### src/rtl/fft_frame_ctrl.sv
// fft_frame_ctrl
// Frame sequencer for the serial single-bin DFT core and its twiddle ROMs.
// Samples arrive over a valid/ready stream. Each accepted sample is registered
// toward the core, and the twiddle ROM address is advanced so that the
// one-cycle-latency ROM output lines up with core_x_o. The first and last
// sample of every frame are flagged. After the last sample the controller
// waits for the core result and places it in a one-deep output buffer that
// has its own valid/ready handshake.
//
// Optional feature, enabled by defining FFT_FRAME_CTRL_TIMEOUT_EN:
//   A counter runs while the controller waits for the core. If TMO_CYCLES
//   wait cycles pass without core_valid_i, timeout_o is set (sticky) and
//   the controller returns to accepting samples. When the macro is
//   undefined, the wait lasts indefinitely and timeout_o is tied to 0.
//
// Ports:
//   clk, arstn        clock (rising edge), asynchronous active-low reset
//   s_valid_i/s_ready_o/s_x_i
//                     input sample stream, channel 0 in the LSBs
//   rom_addr_o        twiddle ROM address, shared by both ROMs
//   core_valid_o/core_x_o/core_first_o/core_last_o
//                     registered sample and frame markers to the core
//   core_valid_i/core_re_i/core_im_i
//                     result pulse and result data from the core
//   m_valid_o/m_ready_i/m_re_o/m_im_o
//                     buffered result stream
//   frame_cnt_o       number of completed frames, wraps at 16 bits
//   overrun_o         sticky: a core result was lost
//   timeout_o         sticky: the core did not respond (optional feature)
module fft_frame_ctrl #(
  parameter int X_WIDTH      = 16,
  parameter int S_WIDTH      = 32,
  parameter int FRAME_LENGTH = 10,
  parameter int CHANELS      = 2,
  parameter int CORE_LAT     = 2,
  parameter int TMO_CYCLES   = 16,
  localparam int ADDR_W      = $clog2(FRAME_LENGTH)
) (
  input  logic                         clk,
  input  logic                         arstn,
  input  logic                         s_valid_i,
  output logic                         s_ready_o,
  input  logic [CHANELS*X_WIDTH-1:0]   s_x_i,
  output logic [ADDR_W-1:0]            rom_addr_o,
  output logic                         core_valid_o,
  output logic [CHANELS*X_WIDTH-1:0]   core_x_o,
  output logic                         core_first_o,
  output logic                         core_last_o,
  input  logic                         core_valid_i,
  input  logic [CHANELS*S_WIDTH-1:0]   core_re_i,
  input  logic [CHANELS*S_WIDTH-1:0]   core_im_i,
  output logic                         m_valid_o,
  input  logic                         m_ready_i,
  output logic [CHANELS*S_WIDTH-1:0]   m_re_o,
  output logic [CHANELS*S_WIDTH-1:0]   m_im_o,
  output logic [15:0]                  frame_cnt_o,
  output logic                         overrun_o,
  output logic                         timeout_o
);

  localparam logic [ADDR_W-1:0] LAST_ADDR = ADDR_W'(FRAME_LENGTH - 1);

  // Reject parameter sets that cannot form a valid frame or timeout.
  if (FRAME_LENGTH < 2 || TMO_CYCLES < 1 || CORE_LAT < 0) begin : g_param_check
    $error("fft_frame_ctrl: invalid parameters");
  end

  typedef enum logic {
    ST_RUN,
    ST_WAIT
  } state_t;

  state_t state_q, state_d;
  logic   accept;
  logic   result_take;
  logic   tmo_hit;

  assign accept = s_valid_i && s_ready_o;

  // A result is taken only in WAIT, and only if the buffer is free or is being
  // drained in the same cycle. Any other core_valid_i is an overrun.
  assign result_take = (state_q == ST_WAIT) && core_valid_i &&
                       (!m_valid_o || m_ready_i);

  // State register.
  always_ff @(posedge clk or negedge arstn) begin
    if (!arstn) begin
      state_q <= ST_RUN;
    end else begin
      state_q <= state_d;
    end
  end

  // Next-state logic. A core result takes priority over a timeout that
  // occurs in the same cycle.
  always_comb begin
    state_d = state_q;
    case (state_q)
      ST_RUN: begin
        if (accept && rom_addr_o == LAST_ADDR) begin
          state_d = ST_WAIT;
        end
      end
      ST_WAIT: begin
        if (core_valid_i || tmo_hit) begin
          state_d = ST_RUN;
        end
      end
      default: state_d = ST_RUN;
    endcase
  end

  // Sample path, ROM address, result buffer and status.
  // s_ready_o is registered from the next state, so it stays 0 during reset
  // and rises on the first edge after reset is released.
  always_ff @(posedge clk or negedge arstn) begin
    if (!arstn) begin
      s_ready_o    <= 1'b0;
      rom_addr_o   <= '0;
      core_valid_o <= 1'b0;
      core_x_o     <= '0;
      core_first_o <= 1'b0;
      core_last_o  <= 1'b0;
      m_valid_o    <= 1'b0;
      m_re_o       <= '0;
      m_im_o       <= '0;
      frame_cnt_o  <= '0;
      overrun_o    <= 1'b0;
    end else begin
      s_ready_o    <= (state_d == ST_RUN);
      core_valid_o <= accept;
      core_first_o <= accept && (rom_addr_o == '0);
      core_last_o  <= accept && (rom_addr_o == LAST_ADDR);

      if (accept) begin
        core_x_o   <= s_x_i;
        rom_addr_o <= (rom_addr_o == LAST_ADDR) ? '0 : rom_addr_o + 1'b1;
      end else if (tmo_hit) begin
        rom_addr_o <= '0;
      end

      if (result_take) begin
        m_valid_o <= 1'b1;
        m_re_o    <= core_re_i;
        m_im_o    <= core_im_i;
      end else if (m_valid_o && m_ready_i) begin
        m_valid_o <= 1'b0;
      end

      if (state_q == ST_WAIT && core_valid_i) begin
        frame_cnt_o <= frame_cnt_o + 16'd1;
      end

      if (core_valid_i && !result_take) begin
        overrun_o <= 1'b1;
      end
    end
  end

`ifdef FFT_FRAME_CTRL_TIMEOUT_EN
  localparam int TMO_W = $clog2(TMO_CYCLES + 1);

  logic [TMO_W-1:0] tmo_cnt;

  // The counter reads 0 in the first WAIT cycle. When it reaches
  // TMO_CYCLES-1 without a core result, TMO_CYCLES wait cycles have passed.
  assign tmo_hit = (state_q == ST_WAIT) && !core_valid_i &&
                   (tmo_cnt == TMO_W'(TMO_CYCLES - 1));

  // Wait-cycle counter and sticky timeout flag.
  always_ff @(posedge clk or negedge arstn) begin
    if (!arstn) begin
      tmo_cnt   <= '0;
      timeout_o <= 1'b0;
    end else begin
      if (state_q == ST_WAIT && state_d == ST_WAIT) begin
        tmo_cnt <= tmo_cnt + 1'b1;
      end else begin
        tmo_cnt <= '0;
      end
      if (tmo_hit) begin
        timeout_o <= 1'b1;
      end
    end
  end
`else
  assign tmo_hit   = 1'b0;
  assign timeout_o = 1'b0;
`endif

endmodule

### config.mk
export PLATFORM = sky130hd
export DESIGN_NAME = fft_frame_ctrl
export DESIGN_NICKNAME = d
export VERILOG_FILES = /design/src/rtl/fft_frame_ctrl.sv
export SDC_FILE = /design/constraint.sdc
export NUM_CORES = 1
export LEC_CHECK = 0
export ABC_AREA = 1
export BUFFER_PORTS_ARGS = -buffer_cell sky130_fd_sc_hd__buf_2
export CORE_MARGIN = 4
export CORE_UTILIZATION = 40
export DETAILED_ROUTE_END_ITERATION = 6
export PLACE_DENSITY = 0.72
export SKIP_CTS_REPAIR_TIMING = 1
export SYNTH_ARGS = -nofsm -noshare
export SYNTH_HDL_FRONTEND = slang
export SYNTH_SLANG_ARGS = --single-unit
### constraint.sdc
create_clock -name clk -period 2.9 [get_ports clk]
set_clock_uncertainty 0.05 [all_clocks]
set_input_delay 0.435 -clock clk [delete_from_list [all_inputs] [get_ports clk]]
set_output_delay 0.435 -clock clk [all_outputs]
set_load 0.005 [all_outputs]
# Yosys cells after proc, flatten, opt, wreduce, memory -nomap -nowiden
# Cells that the tools add are included.
[word_totals]
register_bits = 187
input_bits = 165
out_inout_bits = 187
word_cells = 35
[op_classes]
bitwise_logic = 2
n_eq_ne = 1
n_mux = 6
reduce_logical = 12
n_addsub = 2
[ops]
columns = ["operator", "count"]
rows = [
  ["$add A16 B1 Y16 const B", 1],
  ["$logic_and A1 B1 Y1", 7],
  ["$add A4 B1 Y4 const B", 1],
  ["$eq A4 B4 Y1 const B", 1],
  ["$logic_not A4 Y1", 1],
  ["$mux W1", 4],
  ["$mux W4", 1],
  ["$logic_not A1 Y1", 2],
  ["$not A1 Y1", 2],
  ["$pmux W1 S2", 1],
  ["$reduce_bool A2 Y1", 1],
  ["$logic_or A1 B1 Y1", 1],
]

# Logic depth before layout (Yosys ltp)
# Gate-level depths: netlist of the first run.
[logic_depth]
ltp_word = 5
mapped_depth = 7
mapped_depth_nobuf = 7

# Worst setup path before layout of the first run
# OpenSTA, ideal clock, no wires.
[synth_path]
path_type = "input -> register"
startpoint = "input core_valid_i"
endpoint = "register m_im_o[17]"
setup_ns = 0.125
arrival_time_ns = 1.370
path_slack_ns = 1.355
required_time_ns = 2.725
cell_stages = 6
n_path_buf = 2
path_cell_list = "nand2_2 > clkinv_2 > nand2_2 > buf_6 > buf_6 > mux2_4"
[synth_via]
elab_chain_len = 2
[synth_lines]
columns = ["element", "line_no", "source"]
rows = [
  ["from (decl)", "49", "input logic core_valid_i,"],
  ["$logic_and A1 B1 Y1 (2 in a row)", "82", "assign result_take = (state_q == ST_WAIT) && core_valid_i &&"],
  ["to (signal assigned)", "145", "m_im_o <= core_im_i;"],
  ["to (decl)", "55", "output logic [CHANELS*S_WIDTH-1:0] m_im_o,"],
]
# Every way passes these cells.
# A chain may end at the register's enable or synchronous reset.

# Worst setup path after layout of the first run
[layout_path]
startpoint = "register state_q"
endpoint = "register m_re_o[40]"
[layout_via]
elab_chain_len = 2
[layout_lines]
columns = ["element", "line_no", "source"]
rows = [
  ["from (decl)", "73", "state_t state_q, state_d;"],
  ["from (signal assigned)", "90", "state_q <= state_d;"],
  ["$logic_and A1 B1 Y1 (2 in a row)", "82", ""],
  ["to (signal assigned)", "144", "m_re_o <= core_re_i;"],
  ["to (decl)", "54", "output logic [CHANELS*S_WIDTH-1:0] m_re_o,"],
]
# Every way passes these cells.

==> impl_metrics.tcl, run 1 <==
set metrics [dict create \
    outcome "finished, final reports clean" \
    num_rows 50 \
    min_path_type "in -> reg" \
    vias 5390 \
    hold_slack_ns 0.153 \
    routabilityCongestion 0.808 \
    rsz0062_at_grt "false" \
    synth_area_um2 7580 \
    place_hpwl_um 14000 \
    ys_seq_area_share_pct 61.7 \
    syn_inst 548 \
    die_x_um 146 \
    critPathMaxStageDelay_ns 0.40 \
    setup_viol 0 \
    p_clk_share_pct 23.5 \
    slew_headroom_pct 57.7 \
    grt-ovfl-total 0 \
    grt_max_degree 68 \
    synth.avg_cell_area_um2 13.8 \
    muxShareOfSynthArea_pct 24.0 \
    wl_um 19000 \
    viasPerCell 4.68 \
    synth_ff_type "dfrtp_1" \
    io_buffers 350 \
    power_frac_seq_pct 42.2 \
    layout_worst_path_cycle_share_pct 68.9 \
    drc 0 \
    synth_fa_ha_area_share_pct 0.165 \
    antenna_found_initial 1 \
    synth_cell_types 25 \
    clk_pin_slew_ns 0.07 \
    cts_tree "built" \
    slowest_stage "dfrtp_1" \
    grt_pass1_wl_um 30400 \
    p_leak_nw 5.69 \
    hold_viol 0 \
    diodes 0 \
    ir_drop_v 0.000406 \
    coreArea_um2 18700 \
    crit_family "simple AND/OR/NAND/NOR gates" \
    cp.required_ns 3.15 \
    end_kind "flip-flop" \
    numCtsBuffers 17 \
    utilization_pct 54.6 \
    cap_viol_max_count 0 \
    cp_data_arrival_time_ns 2.24 \
    final-seq-area_um2 4680 \
    ys_top_cells_by_count "187 x dfrtp_1, 134 x nand2_1, 100 x mux2_4" \
    yosys.area.top_type_share_pct 61.7 \
    power.switching_w 0.00306 \
    setup_tns_ns 0 \
    track_usage_pct 17.8 \
    pre_cts_ws_ns 0.785 \
    slew_violations 0 \
    power_density_nw_per_um2 1020 \
    grt_pass1_vias 5687 \
    nNetsFinal 1073 \
    ios 352 \
    fp.dieH_um 146 \
    synth_top_area_cell "dfrtp_1" \
    drt-pass1-iter-count 4 \
    floorplan.initialDensity_pct 40.5 \
    cp_max_fo 42 \
    cts.htree.levels 4 \
    ys_async_sr_fraction_pct 100 \
    area_growth_pct 34.7 \
    synth_xor_area_share_pct 1.16 \
    crit_chain "nand2_2 -> clkinv_2 -> nand2_8 -> buf_12 -> mux2_4" \
    p_sw_share_pct 29.2 \
    syn_nets 714 \
    drtIter0Drc 245 \
    synthTopCellsByArea "dfrtp_1 62%, mux2_4 20%, nand2_1 6.6%" \
    power_w 0.0105 \
    synth_most_common_cell "dfrtp_1" \
    insertion_delay_ns 0.42 \
    drive_gt1_share_pct 56.8 \
    clk_path_buf_depth 2 \
    internal_power_w 0.00741 \
    max_slew.worst_pin.slew_ns 0.635 \
    synth-compound-area-share_pct 0.363 \
    wl_per_cell_um 16.5 \
    path_class "reg -> reg" \
    synth_edf_count 0 \
    crit_buf_inv 2 \
    ff2ff_setup_slack_ns 0.90 \
    fillers 1597 \
    post-route-min-period_ns 2.00 \
    synth-simple-area-share_pct 9.09 \
    fp.dieArea_um2 21200 \
    yosys_warnings 0 \
    combPwrFrac_pct 34.3 \
    yosys_register_bits 187 \
    ant_nets 0 \
    root_buffer "clkbuf_16" \
    multiInputGateArea_um2 2650 \
    synth_top_family_by_area "multiplexers" \
    fmax_ghz 0.501 \
    worstSetupStartpointType "flip-flop" \
    clock_sinks 187 \
    setup_ws_ns 0.902 \
]
-- path summary, 6_finish.rpt --
check / from / end / cells past startpoint
min reg2reg: core_x_o[6] / core_x_o[6] / 2
max: state_q / m_re_o[40] / 5
max in group asynchronous: arstn / overrun_o / 3
max reg2reg: state_q / m_re_o[40] / 5
min: s_x_i[25] / core_x_o[25] / 3
min in group asynchronous: arstn / m_im_o[60] / 2
-- cell usage in the layout, fill, tap and decap left out --
master         netlist  layout
a21o_1               1       1
a21oi_1              1       1
buf_12               0       4
buf_2                1     349
buf_4                1       6
buf_6               13       1
bufinv_16            0       4
clkbuf_1             6       1
clkbuf_16            0      17
clkinv_1             1       1
clkinv_2             1       1
clkinv_4             0       1
clkinvlp_4           0       3
conb_1               1       1
dfrtp_1            187     187
dlygate4sd3_1        0       1
ha_1                 1       1
inv_1               20      20
inv_6                0       4
mux2_2              28      28
mux2_4             100     100
nand2_1            134     134
nand2_2              2       1
nand2_8              0       1
nand3_1              8       8
nand4_1              5       5
nor2_1              19      19
nor3_1               3       3
nor3_2               1       1
nor4_1               1       1
o21ai_0              3       3
xnor2_1              3       3
xor2_1               7       7
-- final cells by class --
class | instances | area share, %
clock buffer | 18 | 4.20
clock inverter | 12 | 1.82
inverter | 22 | 0.821
multi-input combinational | 318 | 26.0
sequential | 187 | 45.8
tap | 234 | 2.87
timing repair buffer | 361 | 18.5
-- sequential cells by signal, indices dropped and copies added, names as in the netlist, 4 cells and up --
register and count:
core_x_o 32, rom_addr_o 4, m_im_o 64, frame_cnt_o 16, m_re_o 64
-- kinds of logic (layout without fill, tap and decap cells) --
family	count (synthesis)	count (layout)
multiplexers	128	128
AO/OA/AOI/OAI	5	5
adder cells (fa/ha/maj)	1	1
flip-flops	187	187
other	1	1
buffers and inverters	43	413
AND/OR/NAND/NOR	173	173
XOR/XNOR	10	10
-- power by group through the flow --
stage	combinational (W)	clock, W	sequential, W
2_1_floorplan	0.00187	0	0.00450
3_3_place_gp	0.00353	0	0.00441
3_5_place_dp	0.00365	0	0.00443
4_1_cts	0.00366	0.00252	0.00442
5_1_grt	0.00389	0.00265	0.00457
6_report	0.00359	0.00246	0.00442
-- metal layers --
layer | track usage (%) | part of all wire, %
met4 | 6.22 | 2.3
met5 | 0 | 0
met3 | 5.42 | 7.0
met2 | 30.2 | 51
met1 | 21.7 | 40
-- metrics by stage --
| step | cells | cell area [µm²] |
|---|---|---|
| after floorplan | 548 | 7580 |
| after global placement | 1121 | 9590 |
| after detailed placement | 1121 | 9590 |
| after CTS | 1151 | 10200 |
| after global routing | 1152 | 10200 |
| final | 1152 | 10200 |
-- worst register-to-register path, cell delays in order (launching register included) --
cell      delay (ns)
dfrtp_1         0.40
nand2_2         0.17
clkinv_2        0.16
nand2_8         0.34
buf_12          0.37
mux2_4          0.38
(Power assumes the default switching activity.)
==> run 2, diff against run 1 <==
==> constraint.sdc (replaced) <==
create_clock -name clk -period 2 [get_ports clk]
set_clock_uncertainty 0.05 [all_clocks]
set_input_delay 0.3 -clock clk [delete_from_list [all_inputs] [get_ports clk]]
set_output_delay 0.3 -clock clk [all_outputs]
set_load 0.005 [all_outputs]
==> impl_metrics.tcl, run 2 (synthesis gave the netlist of run 1 again) <==
set metrics [dict create \
    die_x_um 146 \
    setup_viol 0 \
    crit_chain "nand2_2 -> clkinv_2 -> nand2_8 -> buf_4 -> mux2_2" \
    layout_worst_path_cycle_share_pct 84.3 \
    cp_data_arrival_time_ns 1.93 \
    fp.dieArea_um2 21200 \
    final-seq-area_um2 4680 \
    multiInputGateArea_um2 2650 \
    area_growth_pct 35.3 \
    outcome "finished, final reports clean" \
    path_class "reg -> reg" \
    dp_cells 1130 \
    cts.htree.levels 4 \
    clk_pin_slew_ns 0.08 \
    grt_pass1_vias 5659 \
    ff2ff_setup_slack_ns 0.31 \
    fp.dieH_um 146 \
    place_hpwl_um 14000 \
    root_buffer "clkbuf_16" \
    p_leak_nw 5.73 \
    post-route-min-period_ns 1.69 \
    crit_buf_inv 2 \
    numCtsBuffers 17 \
    viasPerCell 4.59 \
    final_cell_mix "349 x buf_2, 187 x dfrtp_1, 134 x nand2_1" \
    num_rows 50 \
    ios 352 \
    drt-pass1-iter-count 4 \
    hold_viol 0 \
    cp_max_fo 31 \
    slowest_stage "dfrtp_1" \
    cap_viol_max_count 0 \
    setup_tns_ns 0 \
    reg2reg_to "m_im_o[4]" \
    r2r_cells 5 \
    floorplan.initialDensity_pct 40.5 \
    reg2reg_from "state_q" \
    wl_um 18600 \
    fin_cells 1164 \
    ant_nets 0 \
    worstSetupStartpointType "flip-flop" \
    io_buffers 350 \
    wl_per_cell_um 16.0 \
    end_kind "flip-flop" \
    track_usage_pct 17.3 \
    routabilityCongestion 0.809 \
    grt-ovfl-total 0 \
    fmax_ghz 0.593 \
    coreArea_um2 18700 \
    drtIter0Drc 206 \
    insertion_delay_ns 0.41 \
    drc 0 \
    clock_sinks 187 \
    power_density_nw_per_um2 1460 \
    ir_drop_v 0.000542 \
    min_path_type "in -> reg" \
    cp.required_ns 2.24 \
    layout_commonest_cell "buf_2" \
    clk_path_buf_depth 2 \
    vias 5345 \
    fillers 1626 \
    critPathMaxStageDelay_ns 0.40 \
    antenna_found_initial 1 \
    cts_tree "built" \
    worstHoldStart "s_x_i[20]" \
    crit_family "flip-flops" \
    rsz0062_at_grt "false" \
    reg_top3 "m_im_o: 64 flops, m_re_o: 64 flops, core_x_o: 32 flops" \
    min_to "core_x_o[20]" \
    grt_pass1_wl_um 29800 \
    grt_max_degree 54 \
    drive_gt1_share_pct 57.4 \
    hold-path-cell-count 3 \
    nNetsFinal 1082 \
    slew_violations 0 \
]
[run 2: changes by cell type in the layout (fill, tap and decap cells not counted), sizes merged]
cell and change:
clkinvlp -3, clkbuf +2, diode +1, bufinv -4, clkinv +6, inv +1, buf +9
[run 2: metrics by stage]
stage | total power [W] | hold slack (ns) | util [%] | setup WS [ns] | area, µm²
final | 0.0149 | 0.0182 | 54.9 | 0.314 | 10300
after global routing | 0.0158 | 0.0106 | 54.9 | 0.241 | 10300
after CTS | 0.0151 | -0.227 | 54.8 | 0.299 | 10200
after detailed placement | 0.0117 | 0.225 | 51.6 | 0.289 | 9660
after global placement | 0.0116 | 0.227 | 51.6 | 0.307 | 9660
after floorplan | 0.00923 | -0.0456 | - | 0.487 | 7580
[run 2: layout make-up]
type	count	area share (%)
Antenna cell	1	0.0244
Clock buffer	20	4.55
Clock inverter	12	1.22
Inverter	22	0.817
Multi-Input combinational cell	318	25.8
Sequential cell	187	45.6
Tap cell	234	2.85
Timing Repair Buffer	370	19.1
[run 2: layer usage]
layer / vias up / track usage [%] / routed length [µm]
met5: - / 0 / 0
met4: 0 / 5.22 / 316
met3: 23 / 5.01 / 1230
met2: 212 / 29.4 / 9280
met1: 2574 / 21.6 / 7790
li1: 2536 / - / -
[run 2: worst max-delay path by stage]
| stage | startpoint | slack (ns) | endpoint | depth (start not counted) |
|---|---|---|---|---|
| floorplan | state_q | 0.49 | m_im_o[17] | 6 |
| global placement | m_ready_i | 0.31 | m_im_o[9] | 6 |
| detailed placement | m_ready_i | 0.29 | m_im_o[9] | 6 |
| CTS | state_q | 0.30 | m_im_o[4] | 5 |
| global route | state_q | 0.24 | m_im_o[4] | 5 |
| finish | state_q | 0.31 | m_im_o[4] | 5 |
[run 2: power breakdown]
group,internal (W),leakage [nW],switching [W]
sequential,0.00545,2.25,0.000964
combinational,0.00322,3.19,0.00199
clock,0.00176,0.293,0.00155
[run 2: tightest hold or removal path, delay by kind of cell]
kind,cells,cell delay (ns)
and+or+nand+nor,2,0.08
buffers and inverters,1,0.07
==> run 3, diff against run 2 <==
--- a/config.mk
+++ b/config.mk
@@ -5,12 +5,12 @@
 export SDC_FILE = /design/constraint.sdc
 export NUM_CORES = 1
 export LEC_CHECK = 0
-export ABC_AREA = 1
+export ABC_AREA = 0
 export BUFFER_PORTS_ARGS = -buffer_cell sky130_fd_sc_hd__buf_2
 export CORE_MARGIN = 4
 export CORE_UTILIZATION = 40
 export DETAILED_ROUTE_END_ITERATION = 6
-export PLACE_DENSITY = 0.72
+export PLACE_DENSITY = 0.73
 export SKIP_CTS_REPAIR_TIMING = 1
 export SYNTH_ARGS = -nofsm -noshare
 export SYNTH_HDL_FRONTEND = slang
==> constraint.sdc (replaced) <==
create_clock -name clk -period 1.6 [get_ports clk]
set_clock_uncertainty 0.05 [all_clocks]
set_input_delay 0.24 -clock clk [delete_from_list [all_inputs] [get_ports clk]]
set_output_delay 0.24 -clock clk [all_outputs]
set_load 0.005 [all_outputs]
==> impl_metrics.tcl, run 3 <==
set metrics [dict create \
    worst-path-stages 5 \
    worstSetupStartpointType "flip-flop" \
    crit_chain "a21oi_4 -> buf_4 -> buf_12 -> buf_12 -> mux2_2" \
    slowest_stage "dfrtp_1" \
    vias 5493 \
    fp.dieArea_um2 20000 \
    nNetsFinal 1111 \
    routabilityCongestion 0.772 \
    layout_worst_path_cycle_share_pct 97.5 \
    min_path_type "in -> reg" \
    drive_gt1_share_pct 59.7 \
    synthTopCellsByArea "dfrtp_1 66%, mux2_2 25%, xnor2_1 2.1%" \
    coreArea_um2 17400 \
    ir_drop_v 0.000862 \
    die_x_um 141 \
    reg2reg_from "m_valid_o" \
    drtIter0Drc 132 \
    grt_pass1_vias 5317 \
    antenna_found_initial 0 \
    ys_top_cells_by_count "187 x dfrtp_1, 161 x mux2_2, 17 x xnor2_1" \
    numCtsBuffers 17 \
    yosys.area.top_type_share_pct 65.7 \
    ios 352 \
    dp_cells 1010 \
    synth_area_um2 7120 \
    drc 0 \
    crit_start "m_valid_o" \
    layout_commonest_cell "buf_2" \
    slew_violations 0 \
    path_common_cell "buf_12" \
    grt_pass1_wl_um 27400 \
    outcome "finished, final reports clean" \
    num_rows 48 \
    ant_nets 0 \
    fmax_ghz 0.641 \
    area_growth_pct 59.1 \
    synth_edf_count 0 \
    root_buffer "clkbuf_16" \
    pre_cts_ws_ns 0.0550 \
    io_buffers 350 \
    ys_seq_area_share_pct 65.7 \
    reg2reg_to "m_re_o[29]" \
    critPathMaxStageDelay_ns 0.42 \
    cts.htree.levels 4 \
    post-route-min-period_ns 1.56 \
    cp_max_fo 14 \
    power_density_nw_per_um2 1500 \
    grt-ovfl-total 0 \
    clock_sinks 187 \
    p_leak_nw 5.73 \
    wl_um 20900 \
    end_kind "flip-flop" \
    viasPerCell 4.64 \
    fin_cells 1184 \
    syn_inst 435 \
    utilization_pct 65.3 \
    yosys_warnings 0 \
    fp.dieH_um 141 \
    floorplan.initialDensity_pct 41.0 \
    hold_viol 0 \
    place_hpwl_um 13300 \
    critPathCapture "m_re_o[29]" \
    cts_tree "built" \
    drt-pass1-iter-count 4 \
    synth_top_area_cell "dfrtp_1" \
    cp.required_ns 1.85 \
    reg_top3 "m_im_o: 64 flops, m_re_o: 64 flops, core_x_o: 32 flops" \
    synth.avg_cell_area_um2 16.4 \
    crit_family "buffers and inverters" \
    synth_cell_types 30 \
    ff2ff_setup_slack_ns 0.04 \
    setup_viol 0 \
    wl_per_cell_um 17.6 \
    crit_buf_inv 3 \
    ys_async_sr_fraction_pct 100 \
    insertion_delay_ns 0.42 \
    setup_ws_ns 0.0395 \
    grt_max_degree 74 \
    path_class "reg -> reg" \
    synth_ff_type "dfrtp_1" \
    clk_pin_slew_ns 0.07 \
    clk_path_buf_depth 2 \
    yosys_register_bits 187 \
    syn_nets 601 \
    track_usage_pct 17.3 \
    place_area_um2 9280 \
    r2r_cells 5 \
    cap_viol_max_count 0 \
    stdcell_area_um2 11300 \
    synth_most_common_cell "dfrtp_1" \
    final_cell_mix "349 x buf_2, 187 x dfrtp_1, 161 x mux2_2" \
    cp_data_arrival_time_ns 1.81 \
]
-- run 3: where the power goes --
| group | internal (W) | switching [W] |
|---|---|---|
| Clock | 0.00255 | 0.00191 |
| Combinational | 0.00312 | 0.00204 |
| Sequential | 0.00643 | 0.000952 |
-- run 3: per-stage QoR --
step / TNS, ns / total power, W / hold WS [ns]
detailed placement: 0 / 0.0122 / 0.0177
floorplan: 0 / 0.00958 / -0.106
CTS: 0 / 0.0168 / -0.443
global route: -0.246 / 0.0180 / -0.00473
global placement: 0 / 0.0121 / 0.0182
finish: 0 / 0.0170 / 0.000109
-- run 3: layout make-up --
cell class	count	area, µm²
Fill cell	1227	6030
Clock inverter	13	179
Tap cell	225	282
Sequential cell	187	4680
Antenna cell	1	2.50
Multi-Input combinational cell	224	2240
Clock buffer	19	443
Inverter	4	15.0
Timing Repair Buffer	511	3490
-- run 3: worst min path at each step --
| stage | slack, ns | cells past startpoint | to | startpoint |
|---|---|---|---|---|
| after CTS | -0.44 | 1 | m_im_o[27] | arstn |
| after floorplan | -0.11 | 0 | core_first_o | arstn |
| after detailed placement | 0.02 | 1 | m_im_o[27] | arstn |
| final | 0.0001 | 2 | m_re_o[9] | core_re_i[9] |
| after global routing | -0.005 | 2 | m_im_o[16] | core_im_i[16] |
| after global placement | 0.02 | 1 | m_im_o[27] | arstn |
-- run 3: logic make-up (layout without fill, tap and decap cells) --
| family | count (synthesis) | after routing | share of synthesized area (%) |
|---|---|---|---|
| muxes | 162 | 162 | 25.6 |
| and+or+nand+nor | 37 | 37 | 2.86 |
| buffers and inverters | 24 | 547 | 2.79 |
| AOI/OAI and AO/OA | 6 | 6 | 0.685 |
| other | 1 | 2 | 0.0527 |
| DFF | 187 | 187 | 65.7 |
| adders and majority gates | 1 | 1 | 0.176 |
| xor gates and xnor gates | 17 | 17 | 2.09 |
-- run 3: metal layers --
metal	vias up	wire (µm)	global-route usage, %
met4	0	629	8.23
met2	237	10500	28.9
met5	-	0	0
met1	2656	7990	19.9
met3	46	1720	6.17
li1	2554	-	-
